### config.mk
export PLATFORM = sky130hd
export DESIGN_NAME = csd_seq_ctrl
export DESIGN_NICKNAME = d
export VERILOG_FILES = /design/src/rtl/gapu_csd_pkg.sv /design/src/rtl/csd_stream_rd.sv /design/src/rtl/csd_seq_ctrl.sv
export SDC_FILE = /design/constraint.sdc
export NUM_CORES = 1
export LEC_CHECK = 0
export ABC_AREA = 1
export CAP_MARGIN = 0
export CORE_MARGIN = 8
export CORE_UTILIZATION = 38
export CTS_CLUSTER_SIZE = 8
export DETAILED_ROUTE_END_ITERATION = 12
export PLACE_DENSITY = 0.78
export SYNTH_ARGS = -nofsm -noshare
export SYNTH_HDL_FRONTEND = slang
export SYNTH_HIERARCHICAL = 1
export SYNTH_SLANG_ARGS = --single-unit
### constraint.sdc
create_clock -name clk -period 2.3 [get_ports clk]
set_clock_uncertainty 0.1 [all_clocks]
set_input_delay 0.23 -clock clk [delete_from_list [all_inputs] [get_ports clk]]
set_output_delay 0.23 -clock clk [all_outputs]
set_load 0.005 [all_outputs]
### src/rtl/gapu_csd_pkg.sv
// Shared types and sizing for the Clifford systolic-array job sequencer.
// Holds the FSM state enum, the array geometry and the drain timeout.
package gapu_csd_pkg;

  localparam int GA_DIM      = 32;
  localparam int BLADE_W     = 5;
  localparam int CSD_TIMEOUT = 96;

  typedef enum logic [2:0] {
    S_IDLE,
    S_LOAD,
    S_FEED,
    S_DRAIN,
    S_RESP
  } csd_state_e;

endpackage

### src/rtl/csd_stream_rd.sv
// Base+count SRAM read generator shared by the V and Q streams.
// Ports: en/sel_q/base in; rd_en/rd_addr/last out; stb_v/stb_q/idx_d lag reads by one cycle.
module csd_stream_rd
  import gapu_csd_pkg::*;
#(
  parameter int ADDR_W = 12
) (
  input  logic               clk,
  input  logic               rst_n,
  input  logic               en,
  input  logic               sel_q,
  input  logic [ADDR_W-1:0]  base,
  output logic               rd_en,
  output logic [ADDR_W-1:0]  rd_addr,
  output logic               last,
  output logic               stb_v,
  output logic               stb_q,
  output logic [BLADE_W-1:0] idx_d
);

  logic [BLADE_W-1:0] cnt;

  assign rd_en   = en;
  assign rd_addr = base + ADDR_W'(cnt);
  assign last    = en && (cnt == BLADE_W'(GA_DIM - 1));

  // cnt wraps to 0 after the last issue, so
  // FEED starts clean right after LOAD.
  always_ff @(posedge clk or negedge rst_n) begin
    if (!rst_n) begin
      cnt   <= '0;
      stb_v <= 1'b0;
      stb_q <= 1'b0;
      idx_d <= '0;
    end else begin
      cnt   <= en ? cnt + 1'b1 : '0;
      stb_v <= en & ~sel_q;
      stb_q <= en & sel_q;
      idx_d <= cnt;
    end
  end

endmodule

### src/rtl/csd_seq_ctrl.sv
// Score-job sequencer: cmd handshake, V/Q streaming, drain with timeout, result port.
// Ports: cmd_*, mem_rd_*, arr_*, res_*, busy.
module csd_seq_ctrl
  import gapu_csd_pkg::*;
#(
  parameter int ADDR_W  = 12,
  parameter int TIMEOUT = CSD_TIMEOUT
) (
  input  logic               clk,
  input  logic               rst_n,
  input  logic               cmd_valid,
  output logic               cmd_ready,
  input  logic [ADDR_W-1:0]  cmd_base_v,
  input  logic [ADDR_W-1:0]  cmd_base_q,
  input  logic               cmd_reuse_v,
  output logic               mem_rd_en,
  output logic [ADDR_W-1:0]  mem_rd_addr,
  input  logic [31:0]        mem_rd_data,
  output logic               arr_load_weights,
  output logic [BLADE_W-1:0] arr_v_idx,
  output logic [31:0]        arr_v_data,
  output logic               arr_run_compute,
  output logic [31:0]        arr_q_data,
  input  logic               arr_valid_out,
  input  logic [31:0]        arr_score,
  output logic               res_valid,
  input  logic               res_ready,
  output logic [31:0]        res_score,
  output logic               res_err,
  output logic               busy
);

  localparam int TMR_W = $clog2(TIMEOUT);

  csd_state_e         state, state_nx;
  logic [ADDR_W-1:0]  base_v, base_q, rd_base;
  logic               weights_ok;
  logic [TMR_W-1:0]   tmr;
  logic [31:0]        score_q;
  logic               err_q;
  logic               streaming, sel_q, rd_last;
  logic               stb_v, stb_q;
  logic [BLADE_W-1:0] idx_d;
  logic               expired;

  assign streaming = (state == S_LOAD) || (state == S_FEED);
  assign sel_q     = (state == S_FEED);
  assign rd_base   = sel_q ? base_q : base_v;
  assign expired   = (state == S_DRAIN) &&
                     (tmr == TMR_W'(TIMEOUT - 1));

  csd_stream_rd #(.ADDR_W(ADDR_W)) u_rd (
    .clk     (clk),
    .rst_n   (rst_n),
    .en      (streaming),
    .sel_q   (sel_q),
    .base    (rd_base),
    .rd_en   (mem_rd_en),
    .rd_addr (mem_rd_addr),
    .last    (rd_last),
    .stb_v   (stb_v),
    .stb_q   (stb_q),
    .idx_d   (idx_d)
  );

  assign arr_load_weights = stb_v;
  assign arr_v_idx        = stb_v ? idx_d : '0;
  assign arr_v_data       = stb_v ? mem_rd_data : '0;
  assign arr_run_compute  = stb_q;
  assign arr_q_data       = stb_q ? mem_rd_data : '0;
  assign res_score        = score_q;
  assign res_err          = err_q;

  always_comb begin
    state_nx  = state;
    cmd_ready = 1'b0;
    res_valid = 1'b0;
    busy      = 1'b1;
    unique case (state)
      S_IDLE: begin
        cmd_ready = 1'b1;
        busy      = 1'b0;
        if (cmd_valid)
          state_nx = (cmd_reuse_v && weights_ok)
                     ? S_FEED : S_LOAD;
      end
      S_LOAD:
        if (rd_last) state_nx = S_FEED;
      S_FEED:
        if (rd_last) state_nx = S_DRAIN;
      S_DRAIN:
        if (arr_valid_out || expired)
          state_nx = S_RESP;
      S_RESP: begin
        res_valid = 1'b1;
        if (res_ready) state_nx = S_IDLE;
      end
      default: state_nx = S_IDLE;
    endcase
  end

  always_ff @(posedge clk or negedge rst_n) begin
    if (!rst_n) begin
      state      <= S_IDLE;
      base_v     <= '0;
      base_q     <= '0;
      weights_ok <= 1'b0;
      tmr        <= '0;
      score_q    <= '0;
      err_q      <= 1'b0;
    end else begin
      state <= state_nx;
      tmr   <= (state == S_DRAIN) ? tmr + 1'b1 : '0;
      if (state == S_IDLE && cmd_valid) begin
        base_v <= cmd_base_v;
        base_q <= cmd_base_q;
      end
      if (state == S_LOAD && rd_last)
        weights_ok <= 1'b1;
      else if (expired && !arr_valid_out)
        weights_ok <= 1'b0;
      // A result arriving on the timeout cycle still counts.
      if (state == S_DRAIN) begin
        if (arr_valid_out) begin
          score_q <= arr_score;
          err_q   <= 1'b0;
        end else if (expired) begin
          score_q <= '0;
          err_q   <= 1'b1;
        end
      end
    end
  end

endmodule

# --- Word-level counts from Yosys, hierarchy flattened ---
# Index checks and enable logic that the tools add are counted.
totals:
  out_inout_bits: 120
  word_cells: 64
  regBits: 80
  input_bits: 94
classes:
  reduce_logical: 14
  addsub: 3
  n_mux: 22
  bitwise_logic: 3
  n_eq_ne: 11
ops:
  columns: ["operator", "n"]
  rows:
  - ["32-bit 2-to-1 mux", 4]
  - ["3-bit 2-to-1 mux", 5]
  - ["3-bit case mux with 5 select lines", 1]
  - ["12-bit by 5-bit adder with 12-bit output", 1]
  - ["12-bit 2-to-1 mux", 1]
  - ["5-bit 2-to-1 mux", 2]
  - ["2-bit inequality test (second input constant)", 4]
  - ["7-bit by 1-bit adder with 7-bit output (second input constant)", 1]
  - ["7-bit == test (second input constant)", 1]
  - ["1-bit 2-to-1 mux", 7]
  - ["7-bit 2-to-1 mux", 1]
  - ["3-bit by 2-bit == test with 1-bit output (second input constant)", 2]
  - ["1-bit logical AND", 6]
  - ["5-bit by 1-bit adder with 5-bit output (second input constant)", 1]
  - ["5-bit == test (second input constant)", 1]
  - ["5-bit AND reduction", 1]
  - ["2-bit nonzero test", 2]
  - ["3-bit by 1-bit == test with 1-bit output (second input constant)", 1]
  - ["3-bit == test (second input constant)", 1]
  - ["3-bit zero test", 1]
  - ["1-bit AND", 2]
  - ["1-bit logical OR", 2]
  - ["2-bit 2-to-1 mux", 1]
  - ["2-bit by 1-bit inequality test with 1-bit output (second input constant)", 1]
  - ["other kinds (3)", 3]

# --- Longest topological paths before layout ---
logic_depth:
  depth_word: 5
  depth_mapped: 14

# --- By module ---
# Netlist, hierarchy kept.
by_module_without_submodules:
  columns: ["module", "seq_area_each_um2", "cells_per_inst", "area_each_um2", "instances"]
  rows:
  - ["csd_seq_ctrl", 1701.6, 511, 3698.5, 1]
  - ["csd_stream_rd", 300.3, 135, 944.7, 1]

# --- Worst setup path after synthesis ---
# Ideal clock, no wire load.
synth_timing:
  kind: "register to output"
  startpoint: "reg state[0]"
  endpoint: "out mem_rd_addr[4]"
  path_slack_ns: 0.020
  stages_incl_launch_ff: 14
  arrival_time_ns: 1.950
  n_path_buf: 0
  cell_sequence: "dfrtp_1 nor2_4 nand2_2 inv_1 nand2_1 nand2_1 ha_1 inv_1 fa_1 inv_1 nand2_1 nand3_1 nand2_1 xnor2_1"
synth_via:
  elab_chain_cells: 3
synth_rtl:
  columns: ["element", "line_no", "rtl"]
  rows:
  - ["start: declaration", "csd_seq_ctrl.sv:35", "csd_state_e state, state_nx;"]
  - ["start signal: assignment", "csd_seq_ctrl.sv:112", "state <= state_nx;"]
  - ["3-bit by 2-bit == test with 1-bit output", "csd_seq_ctrl.sv:47", "assign sel_q = (state == S_FEED);"]
  - ["12-bit 2-to-1 mux", "csd_seq_ctrl.sv:48", "assign rd_base = sel_q ? base_q : base_v;"]
  - ["net rd_base[0]", "csd_seq_ctrl.sv:36", "logic [ADDR_W-1:0] base_v, base_q, rd_base;"]
  - ["12-bit by 5-bit adder with 12-bit output", "csd_stream_rd.sv:24", "assign rd_addr = base + ADDR_W'(cnt);"]
  - ["end: declaration", "csd_seq_ctrl.sv:17", "output logic [ADDR_W-1:0] mem_rd_addr,"]
# The timed path passes the listed nets, and every way through them passes these cells.

# --- Worst setup path after layout ---
# Same ends and word-level chain as after synthesis.

==> flow_summary.ini <==
[job]
drv_cap = 0

[timing]
fmax_mhz = 386.5
rsz0062_at_grt = yes
max_slew_margin_pct = 47.38
worstMarginPinSlew_ns = 0.7894
maxSlewViolCount = 0
period_share_pct = 112.5
period_needed_ns = 2.588
final-hold-violation-count = 0
setup_ws_ns = -0.2875
holdWs_ns = 0.3469
finalSetupViolations = 11

[die]
fp.dieH_um = 126.5
rows = 40
die_w_um = 126.5
boundaryPins = 214
fp.dieArea_um2 = 16010
initial_core_util_pct = 38.82
coreArea_um2 = 11960

[power]
ir_drop_uv = 739.7
leakagePower_nw = 4.146
powerDensity_nw_per_um2 = 1152

[placement]
dp_cells = 1011
io_buffers = 213
gp_congestion = 0.8875
place_area_um2 = 6988
dp_hpwl_um = 11190

[critical_path]
cp_max_fo = 4
arrival_ns = 2.26
rrSetupSlack_ns = 0.48
critPathLaunch = state[0]$_DFFE_PN0P_
r2r_cells = 13
r2r_end = state[1]$_DFFE_PN0P_
required_ns = 1.97
r2r_start = state[0]$_DFFE_PN0P_
end_kind = output port
crit_type = flip-flop to output port
worst_setup_path_start_kind = flip-flop
endpoint = mem_rd_addr[4]

[logic_synthesis]
synth_edf_count = 0
synthCells = 646
synth_ff_type = dfrtp_1
ys_types = 36
yosysSeqAreaShare_pct = 43.12
synth.ff_latch_count = 80
syn_area_um2 = 4643
synth_nets = 749
syn_area_per_cell_um2 = 7.188
async_flop_share_pct = 100.0
ys_warn_count = 6

[layout]
final_cell_mix = 260 x nand2_1, 199 x clkdlybuf4s50_1, 104 x inv_1
drive_gt1_share_pct = 14.08
final_cells = 1035
nNetsFinal = 986
utilization_pct = 63.01
layout_commonest_cell = nand2_1
final_area_um2 = 7537
area_growth_pct = 62.33
antenna_cells = 0

[run_status]
violations = setup timing
outcome = finished with violations

[grt]
antenna_found_initial = 0
grtUsageTotal_pct = 17.88
grt_remaining_overflow = 0
grt_pass1_wl_um = 23580
grt_pass1_vias = 4612
grt_max_degree = 63

[route]
vias = 4736
firstDrtPassIters = 5
wl_per_cell_um = 13.90
vias_per_cell = 4.576
drc = 0
drtIter0Drc = 294
routed_wl_um = 14390
drt.antenna.violating_nets = 0

[clocking]
htree_levels = 3
cts_buffers = 9
cts_tree = yes
clkLatencyLatePin_ns = 0.32
clkTransAtPathRegs_ns = 0.07
cts-root-buf = clkbuf_16
clock_path_buffers = 2
cts_sinks = 80

[worst_hold_path]
holdCritPathClass = primary input to flip-flop
-- power breakdown --
part	switching (mW)	total [mW]	internal (mW)	leakage [nW]
clock network	0.556	1.62	1.07	0.167
logic	2.32	4.81	2.48	2.96
registers	0.318	2.26	1.94	1.02
-- synthesized netlist by cell type, types with 2 or more instances --
| cell | count | area (µm²) |
|---|---|---|
| nand2_1 | 269 | 1010 |
| inv_1 | 108 | 405.4 |
| nand3_1 | 82 | 410.4 |
| dfrtp_1 | 80 | 2002 |
| nor2_1 | 17 | 63.81 |
| ha_1 | 8 | 100.1 |
| o21ai_0 | 8 | 40.04 |
| a21oi_1 | 7 | 35.03 |
| buf_2 | 7 | 35.03 |
| nand3_2 | 7 | 70.07 |
| buf_6 | 6 | 67.56 |
| nand2_2 | 6 | 37.54 |
| buf_4 | 5 | 37.54 |
| clkbuf_1 | 4 | 15.01 |
| buf_1 | 3 | 11.26 |
| inv_2 | 3 | 11.26 |
| buf_12 | 2 | 40.04 |
| buf_8 | 2 | 30.03 |
| nand4_1 | 2 | 12.51 |
| nor2_4 | 2 | 22.52 |
| nor3_1 | 2 | 10.01 |
| xnor2_1 | 2 | 17.52 |
-- stage by stage --
step,total power [mW],setup WS [ns],TNS [ns]
6_report,8.686,-0.2875,-2.354
3_3_place_gp,6.790,-0.3733,-2.942
4_1_cts,8.658,-0.3034,-2.469
5_1_grt,9.382,-0.3926,-3.559
3_5_place_dp,6.873,-0.4689,-3.415
2_1_floorplan,4.483,0.02000,0
-- registers in the layout, indices dropped and copies added, names as in the netlist --
signal and count:
base_v 12, u_rd/idx_d 5, tmr 7, u_rd/stb_v 1, res_err 1, base_q 12, state 3, weights_ok 1
u_rd/cnt 5, res_score 32, u_rd/stb_q 1
-- worst max-delay path, stage by stage, from the launching register on --
cell and delay, ns:
dfrtp_1 0.40, nor2_4 0.13, nand2_2 0.07, inv_2 0.07, nand2_1 0.05, nand2_1 0.06
ha_2 0.18, inv_2 0.04, fa_2 0.36, inv_4 0.09, nand2_2 0.05, nand3_2 0.08
nand2_2 0.07, xnor2_2 0.13, buf_2 0.14
-- what timing repair did --
item | CTS | global route
resized for setup | 69 | 11
hold endpoints to repair | 60 | 0
cloned | 0 | 0
setup buffers | 5 | 2
pin swaps | 15 | 8
hold buffers | 1 | 0
endpoints found under the setup margin | 12 | 11
-- cells by family after synthesis --
group	share of synthesized area, %
xor+xnor	0.5660
fa+ha+maj	2.587
simple gates	36.84
flops	43.12
buf+inv	14.20
compound gates	2.695
-- metal layers --
| metal | vias up | routed length (µm) | GRT usage, % |
|---|---|---|---|
| met3 | 7 | 988 | 4.902 |
| li1 | 2425 | - | - |
| met2 | 169 | 7044 | 31.32 |
| met5 | - | 0 | 0 |
| met4 | 0 | 120 | 4.317 |
| met1 | 2135 | 6236 | 21.20 |
-- worst min-delay path by stage --
stage                  startpoint                       end  cells after the start
floorplan                   rst_n     base_q[0]$_DFFE_PN0P_                      0
global placement            rst_n      u_rd/stb_q$_DFF_PN0_                      1
detailed placement          rst_n      u_rd/stb_v$_DFF_PN0_                      1
CTS                 cmd_base_v[3]     base_v[3]$_DFFE_PN0P_                      3
global route         arr_score[9]  res_score[9]$_DFFE_PN0P_                      3
finish              cmd_base_v[3]     base_v[3]$_DFFE_PN0P_                      3
-- final cells by class --
cell class	instances	area, µm²
Fill cell	1037	4424
Timing Repair Buffer	255	2445
Multi-Input combinational cell	425	2136
Sequential cell	80	2002
Inverter	112	425.4
Clock buffer	10	229.0
Tap cell	147	183.9
Clock inverter	6	116.4
Power figures use the tool's default switching activity.
